===== config.mk =====
export PLATFORM = sky130hd
export DESIGN_NAME = onehot_sel_pipe
export DESIGN_NICKNAME = d
export VERILOG_FILES = /design/src/rtl/onehot_sel_pipe.sv
export SDC_FILE = /design/constraint.sdc
export NUM_CORES = 1
export LEC_CHECK = 0
export ABC_AREA = 1
export ABC_CLOCK_PERIOD_IN_PS = 3600
export BUFFER_PORTS_ARGS = -buffer_cell sky130_fd_sc_hd__buf_4
export CORE_ASPECT_RATIO = 0.8
export CORE_MARGIN = 2
export CORE_UTILIZATION = 53
export CTS_BUF_LIST = sky130_fd_sc_hd__clkbuf_8
export DETAILED_ROUTE_END_ITERATION = 6
export GPL_TIMING_DRIVEN = 0
export MAX_ROUTING_LAYER = met4
export PLACE_DENSITY = 0.84
export SLEW_MARGIN = 15
export SYNTH_ARGS = -nofsm -noshare
export SYNTH_HDL_FRONTEND = slang
export SYNTH_SLANG_ARGS = --single-unit

===== constraint.sdc =====
create_clock -name clk -period 3.6 [get_ports clk]
set_clock_uncertainty 0.05 [all_clocks]
set_input_delay 0 -clock clk [delete_from_list [all_inputs] [get_ports clk]]
set_output_delay 0 -clock clk [all_outputs]
set_load 0.02 [all_outputs]

===== src/rtl/onehot_sel_pipe.sv =====
// Registered one-hot N:1 result select with valid/ready handshake, a skid entry,
// per-beat select-error sideband and a saturating error counter.
module onehot_sel_pipe #(
  parameter int WIDTH = 32,
  parameter int NSRC  = 5,
  parameter int PRIO  = 0
) (
  input  logic                  clk,
  input  logic                  rst_n,
  input  logic                  in_valid,
  output logic                  in_ready,
  input  logic [NSRC*WIDTH-1:0] src,
  input  logic [NSRC-1:0]       sel,
  output logic                  out_valid,
  input  logic                  out_ready,
  output logic [WIDTH-1:0]      result,
  output logic                  sel_err,
  input  logic                  clr_err,
  output logic [15:0]           err_cnt
);

  localparam logic [NSRC-1:0] SEL_ONE = NSRC'(1);

  logic [WIDTH-1:0] sel_data;
  logic             sel_bad;
  logic             skid_valid;
  logic [WIDTH-1:0] skid_data;
  logic             skid_err;
  logic             accept;
  logic             slot_free;

  // PRIO=1 scans downward so the lowest selected index is the last to write.
  always_comb begin
    sel_data = '0;
    if (PRIO == 0) begin
      for (int k = 0; k < NSRC; k++) begin
        if (sel[k]) sel_data = sel_data | src[k*WIDTH +: WIDTH];
      end
    end else begin
      for (int k = NSRC - 1; k >= 0; k--) begin
        if (sel[k]) sel_data = src[k*WIDTH +: WIDTH];
      end
    end
    sel_bad = (sel == '0) || ((sel & (sel - SEL_ONE)) != '0);
  end

  // in_ready comes straight off the skid flop, so out_ready never reaches it.
  assign in_ready  = ~skid_valid;
  assign accept    = in_valid & in_ready;
  assign slot_free = ~out_valid | out_ready;

  always_ff @(posedge clk or negedge rst_n) begin
    if (!rst_n) begin
      out_valid  <= 1'b0;
      result     <= '0;
      sel_err    <= 1'b0;
      skid_valid <= 1'b0;
      skid_data  <= '0;
      skid_err   <= 1'b0;
    end else if (slot_free) begin
      if (skid_valid) begin
        out_valid  <= 1'b1;
        result     <= skid_data;
        sel_err    <= skid_err;
        skid_valid <= accept;
        if (accept) begin
          skid_data <= sel_data;
          skid_err  <= sel_bad;
        end
      end else if (accept) begin
        out_valid <= 1'b1;
        result    <= sel_data;
        sel_err   <= sel_bad;
      end else begin
        out_valid <= 1'b0;
      end
    end else if (accept) begin
      skid_valid <= 1'b1;
      skid_data  <= sel_data;
      skid_err   <= sel_bad;
    end
  end

  // Clear wins over a same-cycle bad beat; the counter sticks at all-ones.
  always_ff @(posedge clk or negedge rst_n) begin
    if (!rst_n) begin
      err_cnt <= '0;
    end else if (clr_err) begin
      err_cnt <= '0;
    end else if (accept && sel_bad && (err_cnt != 16'hFFFF)) begin
      err_cnt <= err_cnt + 16'd1;
    end
  end

endmodule

==> reports/results.tsv, run 1 <==
stage	metric	value	unit
detailed_routing	drt-total-wl	20.1	mm
detailed_routing	drt_iter0_markers	718	
power	seq_power_share	42.2	%
worst_setup_path	path_cells	buf_2, clkbuf_1, nand2_1, nand3_1, dlygate4sd3_1, nor2_1, dlygate4sd3_1, a21oi_1	
sta	slew_viol_final	0	
sta	fmax	471	MHz
finish	nets	1188	
power	peakVddDrop	0.254	mV
yosys	synth_area_leaders	dfrtp_1 (41%), nand2_1 (15%), nor2_1 (9.7%)	
power	swShare	36.5	%
cts	cts_buffers	9	
detailed_routing	first_pass_iters	6	
worst_setup_path	crit_arrival	2390	ps
grt	grt_pass1_wl	32.2	mm
sta	setup_tns	0	ps
cts	cts_root_buffer	clkbuf_8	
floorplanning	die_h	91.4	um
cts	cts.sinks	84	
min_path	hold_path.class	in2reg	
sta	finalSetupViolCount	0	
floorplanning	dieArea	10400	um^2
detailed_routing	wl_per_cell	17.7	um
sta	final-hold-violation-count	0	
worst_setup_path	path_class	in2reg	
floorplanning	io_pins	221	
sta	worstMarginPinSlew	788	ps
grt	grt_pass1_vias	6856	
detailed_routing	drt.antenna.violating_nets	0	
sta	slew-limit-headroom	47.5	%
yosys	ys_seq_area_share	41.5	%
power	power.share.clock	23.4	%
sta	fin_crit	2120	ps
worst_setup_path	reg2reg_to	out_valid$_DFFE_PN0N_	
yosys	synth_cell_types	30	
cts	clockBufferDepth	2	
finish	drive_gt1_share	26.2	%
floorplanning	start_util	55.3	%
finish	instances_no_fill	1137	
cts	htreeDepth	3	
run	drv_cap	0	
worst_setup_path	max_stage_delay	580	ps
power	power_frac_comb	34.4	%
yosys	syn_inst	725	
worst_setup_path	crit_path_top_delay_cell	dlygate4sd3_1	
floorplanning	coreArea	9150	um^2
power	p_int	1820	uW
floorplanning	dieWidth	113	um
grt	grt_max_degree	85	
worst_setup_path	worstPathRequired	3860	ps
placement	dp_hpwl	12.8	mm
finish	syn_to_final_growth	51.6	%
cts	cts_hold_buf	66	
worst_setup_path	cp-startpoint	sel[3]	
yosys	ys_ff_latch	84	
cts	cts_tree	built	
worst_setup_path	ff2ff_path_depth	5	
detailed_routing	viasPerCell	5.81	
sta	rsz0062_at_grt	no	
grt	antenna_found_initial	0	
grt	grt-ovfl-total	0	
yosys	synth_top_area_share	41.5	%
cts	clock_latency	380	ps
yosys	syn_nets	896	
cts	post_cts_buffers	0	
power	p_per_area	372	nW/um^2
worst_setup_path	end_kind	flip-flop	
placement	io_buffers	214	
yosys	yosysWarnings	0	
cts	clk_pin_slew	110	ps
worst_setup_path	r2r-start	skid_valid$_DFFE_PN0P_	
worst_setup_path	crit_path_end	skid_data[25]$_DFFE_PN0P_	
finish	antenna_cells	0	
sta	fin_crit_sh	59.0	%
yosys	synth_area_leader_cell	dfrtp_1	
placement	gp_congestion	0.877	
power	p_leak	0.00380	uW
cts	postCtsResizedCells	0	
detailed_routing	drc	0	
worst_setup_path	path_max_fanout	10	
power	p_sw	1040	uW
outcome	status	complete, no violations	
yosys	synth_area	5070	um^2
worst_setup_path	crit_top_cell	dlygate4sd3_1	
grt	grt_usage	40.1	%
placement	place_inst	1054	
worst_setup_path	critical_path.startpoint_type	input pin	
finish	fillCellCount	549	
yosys	synth.avg_cell_area	6.99	um^2
floorplanning	core.rowCount	31	
worst_setup_path	regToRegSetupSlack	1700	ps
detailed_routing	routed-via-count	6608	
stage by stage:
stage,util [%],power (uW),instance area [um^2],hold WS (ps),setup slack (ps)
CTS,83.7,2800,7670,0.0463,1630
global route,83.9,2980,7680,10.3,1430
finish,83.9,2860,7680,2.83,1480
global placement,74.5,2050,6820,184,1840
floorplan,-,1650,5070,-346,1880
detailed placement,74.5,2080,6820,197,1810
power by group through the flow:
stage | registers, uW | logic, uW | clock network [uW]
after detailed placement | 1210 | 866 | 0
after global placement | 1210 | 842 | 0
after floorplan | 1290 | 361 | 0
final | 1210 | 984 | 668
after CTS | 1200 | 940 | 666
after global routing | 1220 | 1050 | 713
metal layers:
metal | wire (um) | part of all wire, % | vias up | GRT usage, %
met3 | 1890 | 9.4 | 94 | 8.34
met1 | 7640 | 38 | 3074 | 48.0
li1 | - | - | 2961 | -
met5 | 0 | 0 | - | -
met4 | 796 | 4.0 | 0 | 16.6
met2 | 9780 | 49 | 479 | 66.4
cell usage in the layout, fill, tap and decap left out, types with 3 or more instances in the layout:
master           n
a21oi_1         98
a22o_1          32
buf_2           18
buf_4          215
buf_6            3
clkbuf_1        21
clkbuf_8         9
dfrtp_1         84
dlygate4sd3_1   67
inv_1           28
inv_6            3
nand2_1        204
nand2_2          3
nand3_1         34
nand4_1          6
nor2_1         131
nor2_2           4
o21ai_0         32
o21bai_1         4
xor2_1           4
how the worst min path moves through the flow:
stage	startpoint	to	slack, ps	cells past startpoint
after floorplan	rst_n	err_cnt[0]$_DFFE_PN0P_	-350	0
after global placement	rst_n	result[15]$_DFFE_PN0P_	180	1
after detailed placement	rst_n	skid_data[15]$_DFFE_PN0P_	200	1
after CTS	src[146]	skid_data[18]$_DFFE_PN0P_	0.05	4
after global routing	src[82]	skid_data[18]$_DFFE_PN0P_	10	4
final	src[129]	skid_data[1]$_DFFE_PN0P_	3	4
sequential cells by signal (all words and copies together), names as in the netlist:
signal and cells:
out_valid 1, err_cnt 16, skid_data 32, skid_err 1, sel_err 1, result 32, skid_valid 1
cell families after synthesis:
logic type / synth area share (%)
simple gates: 31.3
compound gates: 19.1
flops: 41.5
buf+inv: 6.59
xor+xnor: 1.04
mux: 0.222
fa+ha+maj: 0.247
synth_stat cells:
master / n
nor2_4: 1
nand3_2: 2
nand3_1: 34
nand2_1: 204
nand4_1: 6
xnor2_1: 2
nand2_4: 1
buf_4: 2
o21bai_1: 4
buf_6: 2
a22o_1: 32
xor2_1: 4
clkbuf_1: 21
dfrtp_1: 84
nand3b_1: 1
o21ai_0: 32
nand2_2: 3
ha_1: 1
clkinv_1: 2
buf_2: 18
o21ai_2: 1
nor2_1: 131
nand3_4: 1
mux2_2: 1
buf_1: 2
inv_2: 2
inv_1: 28
nor3b_1: 1
nor2_2: 4
a21oi_1: 98
area by class of cell:
class                   instances  area, um^2  share of cell area, %
clock inverters                 7        65.1                  0.847
inverters                      32         120                   1.56
well taps                     115         144                   1.87
multi-input cells             564        2630                   34.2
clock buffers                   9         124                   1.61
flip-flops and latches         84        2100                   27.4
plain buffers                  45         214                   2.79
repair buffers                281        2280                   29.7
critical path: cells and delay by family:
kind / cells / cell delay, ps
compound gates: 1 / 120
buf+inv: 4 / 1900
simple gates: 3 / 350
(Power assumes the default switching activity.)
==> run 2: changes to the inputs <==
ABC_AREA = 0   (was 1)
ABC_CLOCK_PERIOD_IN_PS = 2000   (was 3600)
CORE_UTILIZATION = 48   (was 53)
PLACE_DENSITY = 0.79   (was 0.84)
clock period = 2 ns   (was 3.6 ns; I/O delays follow)
==> run 2 against run 1 <==
Net effect:
- register-to-register slack worse by 1700 ps
- the run now ends with setup timing left
- synthesized cell count decreased by 24%
- highest routed layer unchanged
- critical path depth decreased by 3
- global-route usage is 6.8 points lower
- final cell count shrank 19%
- design area shrank 12%
- sequential power increased by 78%
- critical endpoint is now err_cnt[13]$_DFFE_PN0P_
==> reports/results.tsv, run 2 <==
stage	metric	value	unit
yosys	synth_area	4530	um^2
worst_setup_path	path_max_fanout	6	
cts	clk_pin_slew	100	ps
floorplanning	coreArea	9110	um^2
worst_setup_path	crit_path_top_delay_cell	or4_1	
grt	grt_usage	33.4	%
floorplanning	io_pins	221	
yosys	ys_seq_area_share	46.4	%
worst_setup_path	max_stage_delay	480	ps
detailed_routing	drt-total-wl	17.5	mm
detailed_routing	first_pass_iters	5	
power	p_leak	0.00320	uW
worst_setup_path	end_kind	flip-flop	
cts	cts_tree	built	
placement	dp_slack	-28.6	ps
worst_setup_path	crit_arrival	2260	ps
worst_setup_path	path_cells	and3_1, nand4_1, a211o_4, or4_1, a21oi_1	
sta	fin_crit	2040	ps
yosys	ys_ff_latch	84	
yosys	synth.avg_cell_area	8.22	um^2
detailed_routing	wl_per_cell	19.1	um
worst_setup_path	worstPathRequired	2220	ps
sta	setup_ws	-43.4	ps
detailed_routing	drt_iter0_markers	564	
grt	grt_pass1_wl	26.3	mm
placement	io_buffers	214	
grt	grt_max_degree	85	
worst_setup_path	ff2ff_path_depth	5	
yosys	synth-async-reset-ratio	100	%
sta	worstMarginPinSlew	791	ps
sta	finalSetupViolCount	2	
floorplanning	start_util	49.7	%
cts	cts_root_buffer	clkbuf_8	
power	p_per_area	749	nW/um^2
yosys	synth_top_area_share	46.4	%
placement	gp_congestion	0.927	
yosys	yosys-top-cells-count	nand2_1 (100), dfrtp_1 (84), a21oi_1 (76)	
outcome	violations	setup timing	
detailed_routing	routed-via-count	5446	
finish	drive_gt1_share	35.6	%
yosys	yosysMostFrequentCell	nand2_1	
worst_setup_path	path_class	reg2reg	
yosys	yosysWarnings	0	
placement	dp_hpwl	12.9	mm
detailed_routing	drt.antenna.violating_nets	0	
cts	cts_buffers	9	
yosys	synth-edff-count	0	
sta	fin_crit_sh	102	%
sta	fmax	489	MHz
finish	syn_to_final_growth	49.3	%
floorplanning	dieWidth	113	um
grt	grt_pass1_vias	5206	
power	peakVddDrop	0.523	mV
outcome	status	finished with violations	
cts	clock_latency	350	ps
yosys	syn_inst	551	
sta	setup_tns	-47.3	ps
min_path	hold_path.class	in2async	
yosys	synth_area_leader_cell	dfrtp_1	
floorplanning	core.rowCount	31	
finish	final_cell_mix	buf_4 (227), nand2_1 (99), dfrtp_1 (76)	
yosys	synthFlopType	dfrtp_1	
power	power.total	5070	uW
grt	grt-ovfl-total	0	
detailed_routing	viasPerCell	5.95	
yosys	synth_area_leaders	dfrtp_1 (46%), a21oi_1 (8.4%), nand2_1 (8.3%)	
worst_setup_path	critical_path.startpoint_type	flip-flop	
sta	final-hold-violation-count	0	
finish	fin_util	74.2	%
finish	layout_commonest_cell	buf_4	
sta	rsz0062_at_grt	yes	
cts	clockBufferDepth	2	
sta	slew_viol_final	0	
detailed_routing	drc	0	
cts	htreeDepth	3	
cts	cts.sinks	84	
sta	slew-limit-headroom	47.3	%
yosys	syn_nets	722	
floorplanning	dieArea	10200	um^2
finish	antenna_cells	0	
yosys	synth_cell_types	41	
run	drv_cap	0	
finish	nets	967	
floorplanning	die_h	90.9	um
finish	largest_registers	result (32), skid_data (32), err_cnt (16)	
grt	antenna_found_initial	0	
[run 2: per-stage QoR]
stage               instances  area, um^2  hold WS [ps]
detailed placement        880        6280           186
finish                    916        6770          19.0
floorplan                 551        4530          -346
global route              916        6770          24.1
CTS                       903        6600          8.68
global placement          880        6280           176
[run 2: final timing paths]
kind / end / slack [ps] / from
worst max-delay path: err_cnt[13]$_DFFE_PN0P_ / -40 / err_cnt[3]$_DFFE_PN0P_
worst min-delay path: result[26]$_DFFE_PN0P_ / 20 / rst_n
worst max register to register: err_cnt[13]$_DFFE_PN0P_ / -40 / err_cnt[3]$_DFFE_PN0P_
worst min register to register: result[18]$_DFFE_PN0P_ / 440 / result[18]$_DFFE_PN0P_
max in group asynchronous: err_cnt[10]$_DFFE_PN0P_ / 1250 / rst_n
min in group clk: err_cnt[2]$_DFFE_PN0P_ / 20 / clr_err
[run 2: per-layer routing]
layer  GRT usage [%]  up-vias  share of wire, %
met3            5.30       33               8.8
met4            10.2        0               2.2
li1                -     2474                 -
met5               -        -                 0
met1            44.9     2641                41
met2            52.3      298                48
[run 2: timing repair]
item | in CTS | in global routing
cloned | 0 | 1
gates resized for setup | 8 | 30
setup buffers | 2 | 11
hold buffers | 5 | 0
pin swaps | 0 | 6
endpoints found under the hold margin | 87 | 0
endpoints found under the setup margin | 20 | 77
[run 2: cell families (layout without fill, tap and decap cells)]
kind of cell               after synthesis  after routing  synth area share [%]
muxes                                    4              4                 0.994
xor gates and xnor gates                 1              1                 0.193
adders and majority gates                1              1                 0.276
and+or+nand+nor                        245            246                  24.9
AOI/OAI and AO/OA                      164            164                  22.6
buffers and inverters                   52            301                  4.64
DFF                                     84             84                  46.4
[run 2: area by class of cell]
class,instances,area (um^2)
clock buffer,9,124
tap,115,144
inverter,4,15.0
multi-input combinational,416,2270
timing repair buffer,233,1780
sequential,84,2110
clock inverter,7,103
buffer,48,218
fill,683,2350
[run 2: where the power goes]
group	switching [uW]	internal [uW]	total, uW
Clock	670	724	1390
Combinational	833	685	1520
Sequential	172	1980	2150
[run 2: critical path: cells and delay by family (launching register included)]
kind / cells / cell delay [ps]
flops: 1 / 430
compound gates: 2 / 570
simple gates: 3 / 900
